--- config.mk ---
export PLATFORM = sky130hd
export DESIGN_NAME = wb_ram_arbiter
export DESIGN_NICKNAME = d
export VERILOG_FILES = /design/src/rtl/wb_arb_pkg.sv /design/src/rtl/rr_pick.sv /design/src/rtl/wb_ram_arbiter.sv
export SDC_FILE = /design/constraint.sdc
export NUM_CORES = 1
export LEC_CHECK = 0
export CAP_MARGIN = 30
export CORE_AREA = 2 2 111 113
export CTS_CLUSTER_SIZE = 12
export DETAILED_ROUTE_END_ITERATION = 16
export DIE_AREA = 0 0 113 115
export RECOVER_POWER = 50
export SYNTH_ARGS = -nofsm -noshare
export SYNTH_HDL_FRONTEND = slang
export SYNTH_SLANG_ARGS = --single-unit
--- constraint.sdc ---
create_clock -name clk -period 1.1 [get_ports clk]
set_input_delay 0.22 -clock clk [delete_from_list [all_inputs] [get_ports clk]]
set_output_delay 0.22 -clock clk [all_outputs]
set_load 0.005 [all_outputs]
--- src/rtl/wb_arb_pkg.sv ---
// Shared types and helpers for the Wishbone RAM arbiter.
// Holds the FSM state encoding, the default watchdog limit and the index-width helper.
package wb_arb_pkg;

  typedef enum logic [1:0] {
    StIdle,
    StBusy,
    StAbort
  } arb_state_e;

  localparam int unsigned DefaultTimeout = 255;

  function automatic int unsigned idx_width(input int unsigned n);
    return (n > 1) ? $clog2(n) : 1;
  endfunction

endpackage

--- src/rtl/rr_pick.sv ---
// Round-robin requester selection: returns the first requester after last_owner, one-hot.
module rr_pick
  import wb_arb_pkg::*;
#(
  parameter int unsigned NbMasters = 2
) (
  input  logic [NbMasters-1:0]            req,
  input  logic [idx_width(NbMasters)-1:0] last_owner,
  output logic [NbMasters-1:0]            choice
);

  localparam int unsigned IdxW = idx_width(NbMasters);

  logic [IdxW-1:0] idx;
  logic            found;

  // Offset NbMasters wraps back to last_owner itself, so a lone owner can re-win.
  always_comb begin
    choice = '0;
    found  = 1'b0;
    idx    = '0;
    for (int unsigned off = 1; off <= NbMasters; off++) begin
      idx = IdxW'((32'(last_owner) + off) % NbMasters);
      if (!found && req[idx]) begin
        choice[idx] = 1'b1;
        found       = 1'b1;
      end
    end
  end

endmodule

--- src/rtl/wb_ram_arbiter.sv ---
// Round-robin arbiter sharing one Wishbone RAM slave port among NB_MASTERS masters.
// Define WB_ARB_WATCHDOG_EN to build in the ACK watchdog (ABORT state, ERR and timeout_irq).
module wb_ram_arbiter
  import wb_arb_pkg::*;
#(
  parameter int unsigned NB_MASTERS = 2,
  parameter int unsigned TIMEOUT    = DefaultTimeout
) (
  input  logic                     clk,
  input  logic                     RST,
  input  logic [NB_MASTERS-1:0]    m_wb_CYC_I,
  input  logic [NB_MASTERS-1:0]    m_wb_STB_I,
  input  logic [NB_MASTERS-1:0]    m_wb_WE_I,
  input  logic [NB_MASTERS-1:0]    m_wb_LOCK_I,
  input  logic [32*NB_MASTERS-1:0] m_wb_ADR_I,
  input  logic [32*NB_MASTERS-1:0] m_wb_DAT_I,
  input  logic [4*NB_MASTERS-1:0]  m_wb_SEL_I,
  output logic [31:0]              m_wb_DAT_O,
  output logic [NB_MASTERS-1:0]    m_wb_ACK_O,
  output logic [NB_MASTERS-1:0]    m_wb_ERR_O,
  output logic                     s_wb_CYC_O,
  output logic                     s_wb_STB_O,
  output logic                     s_wb_WE_O,
  output logic                     s_wb_LOCK_O,
  output logic [31:0]              s_wb_ADR_O,
  output logic [31:0]              s_wb_DAT_O,
  output logic [3:0]               s_wb_SEL_O,
  input  logic [31:0]              s_wb_DAT_I,
  input  logic                     s_wb_ACK_I,
  output logic [NB_MASTERS-1:0]    grant,
  output logic                     timeout_irq
);

  localparam int unsigned IdxW = idx_width(NB_MASTERS);

  arb_state_e            state_q, state_d;
  logic [NB_MASTERS-1:0] grant_q, grant_d, pick;
  logic [IdxW-1:0]       last_owner_q, last_owner_d, owner;
  logic                  own_cyc, own_stb, own_we, own_lock;
  logic [31:0]           own_adr, own_dat;
  logic [3:0]            own_sel;

  rr_pick #(
    .NbMasters (NB_MASTERS)
  ) u_rr_pick (
    .req        (m_wb_CYC_I),
    .last_owner (last_owner_q),
    .choice     (pick)
  );

  // Owner's bus signals, selected by the one-hot grant register.
  always_comb begin
    owner    = '0;
    own_cyc  = 1'b0;
    own_stb  = 1'b0;
    own_we   = 1'b0;
    own_lock = 1'b0;
    own_adr  = '0;
    own_dat  = '0;
    own_sel  = '0;
    for (int i = 0; i < NB_MASTERS; i++) begin
      if (grant_q[i]) begin
        owner    = IdxW'(i);
        own_cyc  = m_wb_CYC_I[i];
        own_stb  = m_wb_STB_I[i];
        own_we   = m_wb_WE_I[i];
        own_lock = m_wb_LOCK_I[i];
        own_adr  = m_wb_ADR_I[32*i +: 32];
        own_dat  = m_wb_DAT_I[32*i +: 32];
        own_sel  = m_wb_SEL_I[4*i +: 4];
      end
    end
  end

`ifdef WB_ARB_WATCHDOG_EN
  localparam int unsigned CntW = $clog2(TIMEOUT + 1);

  logic [CntW-1:0] wd_cnt_q, wd_cnt_d;
  logic            wd_hit;

  always_comb begin
    wd_cnt_d = '0;
    wd_hit   = 1'b0;
    if (state_q == StBusy && own_stb && !s_wb_ACK_I) begin
      wd_cnt_d = wd_cnt_q + 1'b1;
      wd_hit   = (32'(wd_cnt_d) >= TIMEOUT);
    end
  end

  always_ff @(posedge clk) begin
    if (RST) begin
      wd_cnt_q <= '0;
    end else begin
      wd_cnt_q <= wd_cnt_d;
    end
  end
`endif

  always_comb begin
    state_d      = state_q;
    grant_d      = grant_q;
    last_owner_d = last_owner_q;
    s_wb_CYC_O   = 1'b0;
    s_wb_STB_O   = 1'b0;
    s_wb_WE_O    = 1'b0;
    s_wb_LOCK_O  = 1'b0;
    s_wb_ADR_O   = '0;
    s_wb_DAT_O   = '0;
    s_wb_SEL_O   = '0;
    m_wb_ACK_O   = '0;
    m_wb_ERR_O   = '0;
    timeout_irq  = 1'b0;
    unique case (state_q)
      StIdle: begin
        if (|m_wb_CYC_I) begin
          grant_d = pick;
          state_d = StBusy;
        end
      end
      StBusy: begin
        s_wb_CYC_O  = own_cyc;
        s_wb_STB_O  = own_stb;
        s_wb_WE_O   = own_we;
        s_wb_LOCK_O = own_lock;
        s_wb_ADR_O  = own_adr;
        s_wb_DAT_O  = own_dat;
        s_wb_SEL_O  = own_sel;
        m_wb_ACK_O  = grant_q & {NB_MASTERS{s_wb_ACK_I}};
        // LOCK pins the grant even while the owner's CYC is low.
        if (!own_cyc && !own_lock) begin
          state_d      = StIdle;
          grant_d      = '0;
          last_owner_d = owner;
        end
`ifdef WB_ARB_WATCHDOG_EN
        else if (wd_hit) begin
          state_d = StAbort;
        end
`endif
      end
      StAbort: begin
`ifdef WB_ARB_WATCHDOG_EN
        m_wb_ERR_O  = grant_q;
        timeout_irq = 1'b1;
`endif
        state_d      = StIdle;
        grant_d      = '0;
        last_owner_d = owner;
      end
      default: state_d = StIdle;
    endcase
  end

  always_ff @(posedge clk) begin
    if (RST) begin
      state_q      <= StIdle;
      grant_q      <= '0;
      last_owner_q <= IdxW'(NB_MASTERS - 1);
    end else begin
      state_q      <= state_d;
      grant_q      <= grant_d;
      last_owner_q <= last_owner_d;
    end
  end

  assign grant      = grant_q;
  assign m_wb_DAT_O = s_wb_DAT_I;

endmodule

==> results.json, run 1 <==
{
  "synth-seq-cells": 4,
  "grt_max_degree": 32,
  "port_buffers": 222,
  "diodes": 0,
  "fin_skew_ns": 0.00216,
  "holdPathStages": 0,
  "r2r_cells": 7,
  "worstPathRequired_ns": 0.88,
  "tns_ns": -38.70,
  "hold_path.class": "in2out",
  "antenna_found_initial": 0,
  "cts-root-buf": "clkbuf_16",
  "crit_arrival_ns": 1.48,
  "dr_wl_met2_um": 4880,
  "initial_utilization_pct": 10.4,
  "place_congestion": 0.716,
  "yosys.area.top_type": "a22o_1",
  "drive_gt1_share_pct": 39.1,
  "numCtsBuffers": 3,
  "hold_buffers": 0,
  "yosysSeqAreaShare_pct": 6.52,
  "vias": 2197,
  "cap_violations": 0,
  "drc_errors": 19,
  "finalHoldViolations": 0,
  "synthDistinctLibCells": 19,
  "syn_area_sq_um": 1230,
  "wirelength_um": 9460,
  "die_area_sq_um": 13000,
  "routedWlPerCell_um": 18.0,
  "synth.avg_cell_area_sq_um": 8.13,
  "via_per_inst": 4.18,
  "dp_hpwl_um": 6650,
  "dp_slack_ns": -0.701,
  "p_leak_uw": 0.00173,
  "num_rows": 40,
  "cts.sinks": 4,
  "setup_ws_ns": -0.598,
  "highest_layer": "met4",
  "ioPinCount": 290,
  "cts_tree": "done",
  "drv_slew": 0,
  "fmax_mhz": 589,
  "first_global_vias": 2284,
  "ant_nets": 0,
  "area_delta_synth_final_pct": 205,
  "setup_viol": 79,
  "path_clk_slew_ns": 0.03,
  "wl_met3_um": 833,
  "grt_pass1_wl_um": 12600,
  "synth_area_leaders": "a22o_1, buf_4, dfxtp_1, buf_2, a22oi_2",
  "cp_max_fo": 5,
  "fin_crit_sh_pct": 154,
  "first_iter_violations": 55,
  "end_kind": "primary output",
  "rsz0062_at_grt": "true",
  "ys_warn_count": 0,
  "fp.dieH_um": 115,
  "grt_use_total_pct": 12.5,
  "critical_path_class": "reg2out",
  "first_pass_iters": 11,
  "irDropWorstVdd_mv": 0.626,
  "status": "complete, but fails checks",
  "gr-total-overflow": 0,
  "clk_latency_ns": 0.23,
  "drt-met1-wl_um": 3690,
  "h-tree-depth": 1,
  "period_minus_slack_ns": 1.70,
  "powerDensity_nw_per_um2": 572,
  "clk_path_buf_depth": 2,
  "worst_setup_path_start_kind": "register",
  "core_sq_um": 11800,
  "violations": "DRC, setup timing",
  "die_w_um": 113,
  "netlist.area_leader.share_pct": 49.9,
  "synth_cells": 151,
  "fin_nets": 559
}
stage by stage:
stage | std cells | util (%) | total power, uW | cell area (sq um) | hold slack, ns
finish | 526 | 31.7 | 2140 | 3740 | 0.440
global route | 526 | 31.7 | 2240 | 3740 | 0.440
CTS | 513 | 31.6 | 2110 | 3730 | 0.440
detailed placement | 484 | 29.1 | 1370 | 3440 | 0.440
global placement | 484 | 29.1 | 1370 | 3440 | 0.440
floorplan | 153 | - | 572 | 1280 | 0.292
worst max-delay path, cell delays in order, from the launching register on:
cell and delay (ns):
dfxtp_2 0.33, nand2_2 0.09, nor2_4 0.04, buf_12 0.11, buf_6 0.11, buf_6 0.13, buf_16 0.14, a22o_1 0.17
buf_2 0.13
cells by family after synthesis:
| logic type | Yosys count | share of synthesized area [%] |
|---|---|---|
| simple gates | 17 | 7.24 |
| other cells | 1 | 0.306 |
| flops | 4 | 6.52 |
| compound gates | 77 | 56.0 |
| buf+inv | 52 | 30.0 |
worst paths after layout:
path,from,end,slack [ns]
setup reg to reg,grant[0],last_owner_q,-0.40
hold / removal,s_wb_DAT_I[18],m_wb_DAT_O[18],0.44
setup / recovery,state_q[0],s_wb_DAT_O[11],-0.60
hold reg to reg,last_owner_q,last_owner_q,0.54
cell type report:
class	instances	area (sq um)
Multi-Input combinational cell	97	852
Sequential cell	4	86.3
Fill cell	1262	8070
Tap cell	147	184
Clock buffer	4	78.8
Timing Repair Buffer	274	2540
cell usage after synthesis:
cell	n
and3_2	1
nor2b_1	3
nor3_1	2
a311oi_1	1
nand3_1	1
nand2_1	2
a221o_1	1
and3_1	1
a22o_1	70
a32o_2	2
conb_1	1
buf_4	43
and2_1	1
a211oi_1	1
buf_2	9
dfxtp_1	4
a22oi_2	2
nor2b_2	1
nor2_1	5
power breakdown:
part | internal, uW | switching (uW)
registers | 164 | 16.6
clock network | 480 | 119
logic | 930 | 431
total | 1570 | 567
cells in the final DEF (no fill, tap or decap), drive strengths merged:
cell type | netlist | routed
a211oi | 1 | 1
a221o | 1 | 1
a22o | 70 | 70
a22oi | 2 | 2
a311oi | 1 | 1
a32o | 2 | 2
and2 | 1 | 1
and3 | 2 | 2
buf | 52 | 111
clkbuf | 0 | 20
clkdlybuf4s50 | 0 | 146
conb | 1 | 3
dfxtp | 4 | 4
dlymetal6s2s | 0 | 1
nand2 | 2 | 2
nand3 | 1 | 1
nor2 | 5 | 5
nor2b | 4 | 4
nor3 | 2 | 2
timing repair:
action | in CTS | in global routing
setup endpoints to repair | 80 | 80
pin swaps | 16 | 29
setup buffers | 22 | 16
gates resized for setup | 259 | 64
gates cloned | 5 | 4
registers in the layout (all words and copies together), names as in the netlist:
signal,cells
grant,2
last_owner_q,1
state_q,1
per-layer routing:
metal | vias to the layer above | global-route usage (%)
met5 | - | 0
li1 | 1022 | -
met4 | 0 | 2.28
met3 | 6 | 2.42
met1 | 1003 | 14.6
met2 | 166 | 24.0
No activity file was read; power rests on OpenSTA's default activity.
==> inputs of run 2 (changes only) <==
--- a/config.mk
+++ b/config.mk
@@ -7,9 +7,11 @@
 export LEC_CHECK = 0
 export CAP_MARGIN = 30
 export CORE_AREA = 2 2 111 113
+export CTS_BUF_LIST = sky130_fd_sc_hd__clkbuf_16
 export CTS_CLUSTER_SIZE = 12
 export DETAILED_ROUTE_END_ITERATION = 16
 export DIE_AREA = 0 0 113 115
+export MAX_ROUTING_LAYER = met4
 export RECOVER_POWER = 50
 export SYNTH_ARGS = -nofsm -noshare
 export SYNTH_HDL_FRONTEND = slang
==> run 2 against run 1 <==
The flow still finishes with violations (DRC, setup timing). Worst setup slack got worse by 0.0032 ns. Combinational power hardly changed. Cell count unchanged. Clock power decreased by 2%. Routed wire length fell by 0.29%. Sequential cell count unchanged. Largest cell class unchanged.
==> results.json, run 2 (synthesis gave the netlist of run 1 again) <==
{
  "routedWlPerCell_um": 17.9,
  "drc_errors": 19,
  "drive_gt1_share_pct": 39.1,
  "die_area_sq_um": 13000,
  "dp_hpwl_um": 6650,
  "fin_nets": 559,
  "cp_max_fo": 5,
  "clk_latency_ns": 0.23,
  "cts-root-buf": "clkbuf_16",
  "num_rows": 40,
  "worstPathRequired_ns": 0.88,
  "finalPower_uw": 2120,
  "hold_path.class": "in2out",
  "vias": 2198,
  "antenna_found_initial": 0,
  "powerDensity_nw_per_um2": 569,
  "dpl_cell_area_sq_um": 3440,
  "clk_path_buf_depth": 2,
  "violations": "DRC, setup timing",
  "crit_arrival_ns": 1.48,
  "startpoint": "state_q[0]",
  "critical_path_class": "reg2out",
  "first_iter_violations": 70,
  "hold_ws_ns": 0.440,
  "die_w_um": 113,
  "rsz0062_at_grt": "true",
  "setup_viol": 79,
  "p_leak_uw": 0.00173,
  "first_global_vias": 2286,
  "wirelength_um": 9430,
  "end_kind": "primary output",
  "port_buffers": 222,
  "multi_input_area_sq_um": 847,
  "hold_buffers": 0,
  "finalHoldViolations": 0,
  "via_per_inst": 4.18,
  "core_sq_um": 11800,
  "status": "complete, but fails checks",
  "h-tree-depth": 1,
  "diodes": 0,
  "fmax_mhz": 588,
  "cts.sinks": 4,
  "grt_pass1_wl_um": 12600,
  "fp.dieH_um": 115,
  "placedCellCount": 484,
  "initial_utilization_pct": 10.4,
  "numCtsBuffers": 3,
  "largest_reg_flops": 2,
  "final_common_cell": "clkdlybuf4s50_1",
  "path_clk_slew_ns": 0.03,
  "drv_slew": 0,
  "fin_skew_ns": 0.00249,
  "grt_max_degree": 32,
  "finalNonFillerCells": 526,
  "cap_violations": 0,
  "seq_area_sq_um": 86.3,
  "final_cell_mix": "clkdlybuf4s50_1, a22o_1, buf_2, buf_6, buf_4",
  "setup_ws_ns": -0.601,
  "hp-start": "s_wb_DAT_I[18]",
  "ioPinCount": 290,
  "holdPathStages": 0,
  "gr-total-overflow": 0,
  "r2r_cells": 7,
  "worst_setup_path_start_kind": "register",
  "stdcell_area_sq_um": 3730,
  "period_minus_slack_ns": 1.70,
  "cts_tree": "done",
  "first_pass_iters": 11,
  "fillers": 1264,
  "ant_nets": 0,
  "fin_crit_sh_pct": 155,
  "irDropWorstVdd_mv": 0.540,
  "area_delta_synth_final_pct": 204,
  "place_congestion": 0.724,
  "r2r-start": "grant[1]",
  "grt_use_total_pct": 12.9
}
## run 2: changes by cell type in the layout (fill, tap and decap cells not counted)
cell,change
buf_4,+1
buf_6,-1
clkbuf_1,-1
inv_1,+1
nor2_2,+1
nor2_4,-1
## run 2: layout make-up
class / instances / area share, %
Tap cell: 147 / 4.93
Sequential cell: 4 / 2.31
Multi-Input combinational cell: 97 / 22.7
Clock buffer: 3 / 2.01
Clock inverter: 1 / 0.101
Timing Repair Buffer: 274 / 68.0
## run 2: power by group
| part | internal [uW] | total (uW) | switching [uW] |
|---|---|---|---|
| clock network | 471 | 590 | 119 |
| registers | 164 | 180 | 16.8 |
| logic | 927 | 1350 | 426 |
## run 2: worst paths after layout
check / endpoint / slack [ns]
max: s_wb_DAT_O[11] / -0.60
min: m_wb_DAT_O[18] / 0.44
min reg2reg: last_owner_q / 0.55
max reg2reg: last_owner_q / -0.40
## run 2: timing repair
item                                    CTS  global route
cloned                                    5             4
endpoints found under the setup margin   80            80
setup buffers                            22            16
resized for setup                       259            62
pin swaps                                16            27
## run 2: critical path: stages, from the launching register on
cell	delay, ns
dfxtp_2	0.33
nand2_2	0.09
nor2_4	0.04
buf_12	0.11
buf_6	0.11
buf_6	0.13
buf_16	0.14
a22o_1	0.17
buf_2	0.13
## run 2: routing by layer
metal	share of wire, %	global-route usage [%]	up-vias
met5	0	-	-
met3	7.9	1.90	8
met2	52	24.0	167
met4	0.55	2.28	0
met1	40	14.8	1003
li1	-	-	1020
## run 2: per-stage QoR
stage / TNS [ns] / worst slack (ns) / utilization (%)
global route: -42.14 / -0.650 / 31.6
detailed placement: -45.33 / -0.701 / 29.1
finish: -38.95 / -0.601 / 31.6
CTS: -43.86 / -0.858 / 31.6
global placement: -43.34 / -0.675 / 29.1
floorplan: -6.43 / -0.0909 / -
==> inputs of run 3 (changes only) <==
--- a/config.mk
+++ b/config.mk
@@ -6,13 +6,15 @@
 export NUM_CORES = 1
 export LEC_CHECK = 0
 export CAP_MARGIN = 30
-export CORE_AREA = 2 2 111 113
+export CORE_AREA = 2 2 112 114
 export CTS_BUF_LIST = sky130_fd_sc_hd__clkbuf_16
 export CTS_CLUSTER_SIZE = 12
 export DETAILED_ROUTE_END_ITERATION = 16
-export DIE_AREA = 0 0 113 115
+export DIE_AREA = 0 0 114 116
+export DONT_BUFFER_PORTS = 1
 export MAX_ROUTING_LAYER = met4
 export RECOVER_POWER = 50
+export SETUP_SLACK_MARGIN = 0.1
 export SYNTH_ARGS = -nofsm -noshare
 export SYNTH_HDL_FRONTEND = slang
 export SYNTH_SLANG_ARGS = --single-unit
==> run 3 against run 2 <==
The flow finishes with violations (setup timing). Die area increased by 1.8%. Clock power decreased by 3%. Hold slack got worse by 0.38 ns. Global-route usage decreased by 4.1 points. First-iteration DRC count decreased by 40%. Non-clock buffer count decreased by 247. Cell area decreased by 56%. Largest power group unchanged.
==> results.json, run 3 (synthesis gave the netlist of run 1 again) <==
{
  "place_congestion": 0.802,
  "status": "complete, but fails checks",
  "fin_crit_sh_pct": 141,
  "p_leak_uw": 0.000619,
  "grt_pass1_wl_um": 8040,
  "grt_max_degree": 36,
  "fp.dieH_um": 116,
  "cts-root-buf": "clkbuf_16",
  "fin_util_pct": 13.9,
  "finalHoldViolations": 0,
  "placedCellCount": 259,
  "die_area_sq_um": 13200,
  "die_w_um": 114,
  "finalPower_uw": 1340,
  "holdPathStages": 1,
  "cap_violations": 0,
  "dp_slack_ns": -0.246,
  "drc_errors": 0,
  "reg2reg_slack_ns": -0.23,
  "final_cell_mix": "a22o_1, buf_6, buf_4, buf_16, clkbuf_16",
  "critical_path_class": "reg2out",
  "final_common_cell": "a22o_1",
  "first_global_vias": 1195,
  "wirelength_um": 7390,
  "setup_viol": 78,
  "powerDensity_nw_per_um2": 810,
  "vias": 1370,
  "cp_max_fo": 5,
  "core_sq_um": 11900,
  "drive_gt1_share_pct": 38.6,
  "initial_utilization_pct": 10.3,
  "port_buffers": 0,
  "ant_nets": 0,
  "fin_nets": 312,
  "antenna_found_initial": 0,
  "ioPinCount": 290,
  "irDropWorstVdd_mv": 0.646,
  "end_kind": "primary output",
  "via_per_inst": 4.91,
  "clk_path_buf_depth": 2,
  "first_pass_iters": 4,
  "r2r_cells": 5,
  "cts.sinks": 4,
  "violations": "setup timing",
  "tns_ns": -30.03,
  "first_iter_violations": 42,
  "worstPathRequired_ns": 0.88,
  "period_minus_slack_ns": 1.55,
  "drv_slew": 0,
  "largest_reg_flops": 2,
  "setup_ws_ns": -0.447,
  "gr-total-overflow": 0,
  "worst_setup_path_start_kind": "register",
  "area_delta_synth_final_pct": 34.8,
  "fin_skew_ns": 0.00555,
  "diodes": 0,
  "h-tree-depth": 1,
  "grt_use_total_pct": 8.81,
  "finalNonFillerCells": 279,
  "crit_arrival_ns": 1.33,
  "fmax_mhz": 647,
  "rsz0062_at_grt": "true",
  "routedWlPerCell_um": 26.5,
  "hold_buffers": 0,
  "clk_latency_ns": 0.23,
  "dp_hpwl_um": 4400,
  "path_clk_slew_ns": 0.03,
  "num_rows": 40,
  "cts_tree": "done",
  "numCtsBuffers": 3,
  "hold_path.class": "in2reg"
}
## run 3: cell types whose count changed in the layout (fill, tap and decap cells not counted), sizes merged
cell / delta
buf: -86
clkbuf: -14
clkdlybuf4s50: -146
dlymetal6s2s: -1
## run 3: power breakdown
part	internal (uW)	switching [uW]	leakage, uW
logic	315	268	0.000542
clock network	469	106	0.0000423
registers	164	18.2	0.0000344
total	949	392	0.000619
## run 3: worst paths after layout
path               endpoint          from
max          s_wb_DAT_O[29]    state_q[0]
min              state_q[0]           RST
max reg2reg    last_owner_q      grant[0]
min reg2reg    last_owner_q  last_owner_q
## run 3: critical path, stage by stage, from the launching register on
cell and delay [ns]:
dfxtp_2 0.35, nand2_2 0.07, nor2_4 0.14, buf_12 0.14, buf_12 0.11, buf_16 0.11
a22o_1 0.17
## run 3: timing repair
action / in CTS / in global routing
resized for setup: 22 / 10
buffers inserted: 8 / 2
cloned: 5 / 3
setup endpoints to repair: 78 / 78
pin swaps: 1 / 14
## run 3: final cells by class
type                            instances  area (sq um)
Tap cell                              147           184
Timing Repair Buffer                   27           433
Sequential cell                         4          86.3
Clock buffer                            3          75.1
Fill cell                            1320         10300
Multi-Input combinational cell         97           872
Clock inverter                          1          3.75
## run 3: layer usage
metal	wire length (um)	vias to the layer above	share of wire (%)	GRT usage [%]
li1	-	532	-	-
met1	2810	677	38	10.1
met2	3770	151	51	15.0
met3	712	10	9.6	3.14
met4	95	0	1.3	1.63
met5	0	-	0	-
## run 3: stage by stage
step	hold slack [ns]	area, sq um
final	0.0558	1650
after global routing	0.0456	1650
after CTS	0.0538	1550
after detailed placement	0.310	1170
after global placement	0.298	1170
after floorplan	0.292	1280
